<file path="src/rtl/single_port_ram_64x8.sv">
// Single-port synchronous RAM with registered, write-through read port.
// A zero-fill sweep runs after every reset; ready rises when it is done.
module single_port_ram_64x8 #(
    parameter int DATA_WIDTH = 8,
    parameter int ADDR_WIDTH = 6
) (
    input  logic                  clk,
    input  logic                  rst_n,
    input  logic [DATA_WIDTH-1:0] data,
    input  logic [ADDR_WIDTH-1:0] addr,
    input  logic                  we,
    output logic [DATA_WIDTH-1:0] q,
    output logic                  ready
);

    localparam int DEPTH = 1 << ADDR_WIDTH;
    localparam logic [ADDR_WIDTH-1:0] LAST = {ADDR_WIDTH{1'b1}};

    typedef enum logic {
        CLEAR,
        RUN
    } state_t;

    state_t                  state;
    state_t                  state_nxt;
    logic [ADDR_WIDTH-1:0]   cnt;
    logic [ADDR_WIDTH-1:0]   cnt_nxt;
    logic [DATA_WIDTH-1:0]   q_nxt;
    logic                    ready_nxt;

    logic                    mem_we;
    logic [ADDR_WIDTH-1:0]   mem_waddr;
    logic [DATA_WIDTH-1:0]   mem_wdata;
    logic [DATA_WIDTH-1:0]   mem [DEPTH];

    always_ff @(posedge clk or negedge rst_n) begin
        if (!rst_n) begin
            state <= CLEAR;
            cnt   <= '0;
            q     <= '0;
            ready <= 1'b0;
        end else begin
            state <= state_nxt;
            cnt   <= cnt_nxt;
            q     <= q_nxt;
            ready <= ready_nxt;
        end
    end

    always_comb begin
        state_nxt = state;
        cnt_nxt   = cnt;
        q_nxt     = q;
        ready_nxt = ready;
        mem_we    = 1'b0;
        mem_waddr = addr;
        mem_wdata = data;
        unique case (state)
            CLEAR: begin
                // user inputs are ignored until the sweep finishes
                mem_we    = 1'b1;
                mem_waddr = cnt;
                mem_wdata = '0;
                q_nxt     = '0;
                cnt_nxt   = cnt + 1'b1;
                if (cnt == LAST) begin
                    state_nxt = RUN;
                    ready_nxt = 1'b1;
                end
            end
            RUN: begin
                if (we) begin
                    mem_we = 1'b1;
                    q_nxt  = data;
                end else begin
                    q_nxt = mem[addr];
                end
            end
        endcase
    end

    always_ff @(posedge clk) begin
        if (mem_we) begin
            mem[mem_waddr] <= mem_wdata;
        end
    end

endmodule

</file>
<file path="config.mk">
export PLATFORM = sky130hd
export DESIGN_NAME = single_port_ram_64x8
export DESIGN_NICKNAME = d
export VERILOG_FILES = /design/src/rtl/single_port_ram_64x8.sv
export SDC_FILE = /design/constraint.sdc
export NUM_CORES = 1
export LEC_CHECK = 0
export CORE_MARGIN = 2
export CORE_UTILIZATION = 49
export CTS_CLUSTER_SIZE = 25
export DETAILED_ROUTE_END_ITERATION = 12
export GPL_TIMING_DRIVEN = 0
export PLACE_DENSITY = 0.68
export SYNTH_ARGS = -nofsm -noshare
export SYNTH_HDL_FRONTEND = slang
export SYNTH_SLANG_ARGS = --single-unit
</file>
<file path="constraint.sdc">
create_clock -name clk -period 2.65 [get_ports clk]
set_clock_uncertainty 0.05 [all_clocks]
set_input_delay 0.265 -clock clk [delete_from_list [all_inputs] [get_ports clk]]
set_output_delay 0.265 -clock clk [all_outputs]
set_load 0.1 [all_outputs]
</file>
==> key figures <==
Synthesis
  • Distinct cells, synth: 42
  • Simple-gate share of the synthesized area: 3.221%
  • Yosys Warn Count: 0
  • Mapped Area: 20740 um2
  • Ys async rst share: 3.030%
  • Seq cells post-synth: 528
  • Adder-Cell Fraction of Synth Area: 0.06032%
  • Post-synthesis compound-gate area fraction: 3.089%
  • Post-synthesis mux area share: 15.92%
  • Post-Syn Area per Cell: 20.64 um2
  • Number of synthesized flops with an enable pin: 512
  • Largest family of logic cells by synthesized area: multiplexers
  • Sequential area share after synthesis: 76.06%
  • Synth Flop Type: edfxtp_1
  • Mapped Nets: 1023
  • Post-Synth XOR/XNOR Area: 0.2111%
  • Post-synthesis cell count: 1005

Timing
  • Final Hold Vio Count: 0
  • Worst-Margin Slew: 1.014 ns
  • Hold_ws: 0.05641 ns
  • Setup violators final: 0
  • Final worst-path cycle share: 97.98%
  • Crit path time final: 2.596 ns
  • Setup WS post-layout: 0.05355 ns
  • Relative slew margins: 32.39%
  • Highest clock rate: 385.1 MHz
  • Slew Viols, Final: 0

Setup path
  • CP max stage delay: 0.66 ns
  • Crit path required time: 3.02 ns
  • CP startpoint kind: input pin
  • Slowest CP cell: clkdlybuf4s50_1
  • CP Class: in -> reg
  • WP data arrival: 2.97 ns
  • Setup crit end kind: flip-flop
  • CP most frequent cell: mux4_2
  • Crit path cell chain: clkdlybuf4s50_1 > clkbuf_4 > mux4_2 > mux4_2 > mux2i_1 > a221oi_1
  • Worst-path maximum fanout: 10

Detailed routing
  • Wl on met1: 19.34 mm
  • DR vias: 10380
  • Via/cell ratio: 6.213
  • Starting DRC count in detailed routing: 1228
  • First drt pass iteration count: 5
  • DRC viols: 0
  • Avg WL per Cell: 28.97 um
  • Final wirelength: 48.38 mm
  • Met2 WL: 23.60 mm
  • Top sig layer: met5
  • Routed wl met3: 4.247 mm
  • Routed Antenna Nets: 0

GRT
  • First-pass GRT wire length: 70.02 mm
  • Global route overflow: 0
  • Number of global-route vias before repair: 10420
  • Total GRT Usage: 22.40%
  • Initial antenna violation count: 1
  • Largest net degree at the start of global routing: 65

Clock tree
  • CTS Root Cell: clkbuf_16
  • Worst-Skew Late Latency: 0.58 ns
  • Hold-fix buffers at CTS: 0
  • Num CTS Buffers: 51
  • H-tree depth: 2
  • Clock Tree Buf Depth: 3
  • CTS tree: done
  • Clock Sink Count: 528
  • Reg clk slew, reported paths: 0.06 ns

Power
  • PD cells: 676.1 nW/um2
  • Leak: 6.278 nW
  • Worst vdd ir: 0.4126 mV
  • Pwr Total: 16.26 mW

Placed design
  • Post-place setup slack: -1.249 ns
  • Final Wtd Congestion: 0.8812
  • Post-Place Cells: 1572
  • PortBufs: 20
  • Post-DP HPWL: 31.16 mm

Floorplanning
  • Io pins: 26
  • Initial core utilization: 49.56%
  • Cell row count: 75
  • Standard cell core area: 41850 um2
  • Die Y: 209.7 um
  • Die X: 209.7 um
  • Total die area: 43990 um2

Cells and area
  • Share of layout cells above drive strength 1: 29.44%
  • Final nets: 1109
  • Fillers: 2985
  • Ant. Diodes: 0
  • Area growth syn-to-layout: 15.94%
  • Final cell count without fillers: 1670

Worst hold path
  • Class of the worst hold path: in -> async

Outcome
  • Outcome: complete, no violations

Run
  • Max Cap Violations: 0
[per-layer routing]
layer | track usage, % | up-vias
met5 | 0 | -
met4 | 7.435 | 2
met3 | 4.474 | 68
met2 | 36.27 | 482
met1 | 30.92 | 5470
li1 | - | 4354
[what timing repair did]
item / 4_1_cts / 5_1_grt
resized for setup: 86 / 72
endpoints found under the setup margin: 512 / 751
pin swaps: 3 / 12
setup buffers: 1 / 6
[layout make-up]
class	count	area, um2	share of cell area [%]
multi-input cells	419	5236	21.78
inverters	4	15.01	0.06244
flip-flops and latches	528	15780	65.60
clock inverters	25	161.4	0.6712
plain buffers	52	286.5	1.192
repair buffers	35	515.5	2.144
well taps	539	674.4	2.805
clock buffers	68	1383	5.750
[power breakdown]
group / internal [mW] / switching [mW] / leakage [nW]
combinational: 0.164 / 0.279 / 1.76
clock: 3.84 / 2.96 / 0.748
sequential: 9.01 / 0 / 3.77
[kinds of logic after synthesis]
logic type,count (synthesis)
flip-flops,528
multiplexers,179
AND/OR/NAND/NOR,147
AO/OA/AOI/OAI,87
buffers and inverters,58
XOR/XNOR,5
adder cells (fa/ha/maj),1
[stage by stage]
| stage | utilization [%] | cell area [um2] | TNS [ns] |
|---|---|---|---|
| global route | 57.46 | 24050 | -1.256 |
| detailed placement | 52.09 | 21800 | -438.01 |
| finish | 57.46 | 24050 | 0 |
| floorplan | - | 20740 | 0 |
| global placement | 51.65 | 21620 | -896.91 |
| CTS | 56.50 | 23650 | -57.98 |
[final timing paths]
check	slack, ns	cells after the start	startpoint	end
max	0.05	6	addr[1]	q[1]$_DFF_PN0_
min	0.06	1	rst_n	q[4]$_DFF_PN0_
max reg2reg	0.08	3	state$_DFF_PN0_	mem[0][2]$_DFFE_PP_
min reg2reg	0.51	1	ready$_DFFE_PN0P_	ready$_DFFE_PN0P_
max in group asynchronous	2.05	1	rst_n	ready$_DFFE_PN0P_
min in group clk	0.34	3	data[4]	q[4]$_DFF_PN0_
[worst max-delay path: cells and delay by family]
| family | cells | cell delay, ns |
|---|---|---|
| AO/OA/AOI/OAI | 1 | 0.21 |
| buffers and inverters | 2 | 1.04 |
| multiplexers | 3 | 1.45 |
[placed cells by master (no fill, tap or decap), types with 6 or more instances in the layout]
master and instances:
a221oi_1 8, a22oi_1 31, a31o_2 6, a31oi_1 6, and2_2 7, and3_1 7
buf_12 13, buf_2 21, buf_4 6, clkbuf_1 28, clkbuf_16 53, clkdlybuf4s50_1 20
clkinv_1 16, dfrtp_1 16, edfxtp_1 512, mux2_2 7, mux2i_1 52, mux4_2 120
nand2_1 9, nand2_4 7, nand3_1 14, nor2_1 9, nor2_4 64, nor2b_1 6
o21ai_0 10
[flip-flops by register name, summed over array words and instances (netlist names)]
register and cells:
mem 512, ready 1, state 1, q 8
cnt 6
[cell usage after synthesis (2+ instances only)]
master    count  share of area, %
a211o_1       5              0.21
a211oi_1      5              0.18
a21oi_1       5              0.12
a221oi_1      8              0.34
a22oi_1      31               1.1
a31o_2        6              0.25
a31oi_1       6              0.18
a32o_1        2             0.097
a41o_1        2             0.097
and2_0        2             0.060
and2_1       13              0.39
and3_1        7              0.21
buf_1         6              0.11
buf_2        23              0.55
buf_4         6              0.22
buf_6         4              0.22
clkbuf_1     15              0.27
dfrtp_1      16               1.9
edfxtp_1    512                74
inv_1         3             0.054
mux2_2        7              0.38
mux2i_1      52               2.5
mux4_2      120                13
nand2_1      21              0.38
nand2b_1      3             0.090
nand3_1      14              0.34
nand3b_1      2             0.072
nor2_1       73               1.3
nor2b_1       6              0.18
nor3_1        3             0.072
nor3b_1       2             0.072
o21ai_0      12              0.29
xnor2_1       4              0.17
(Power assumes the default switching activity.)
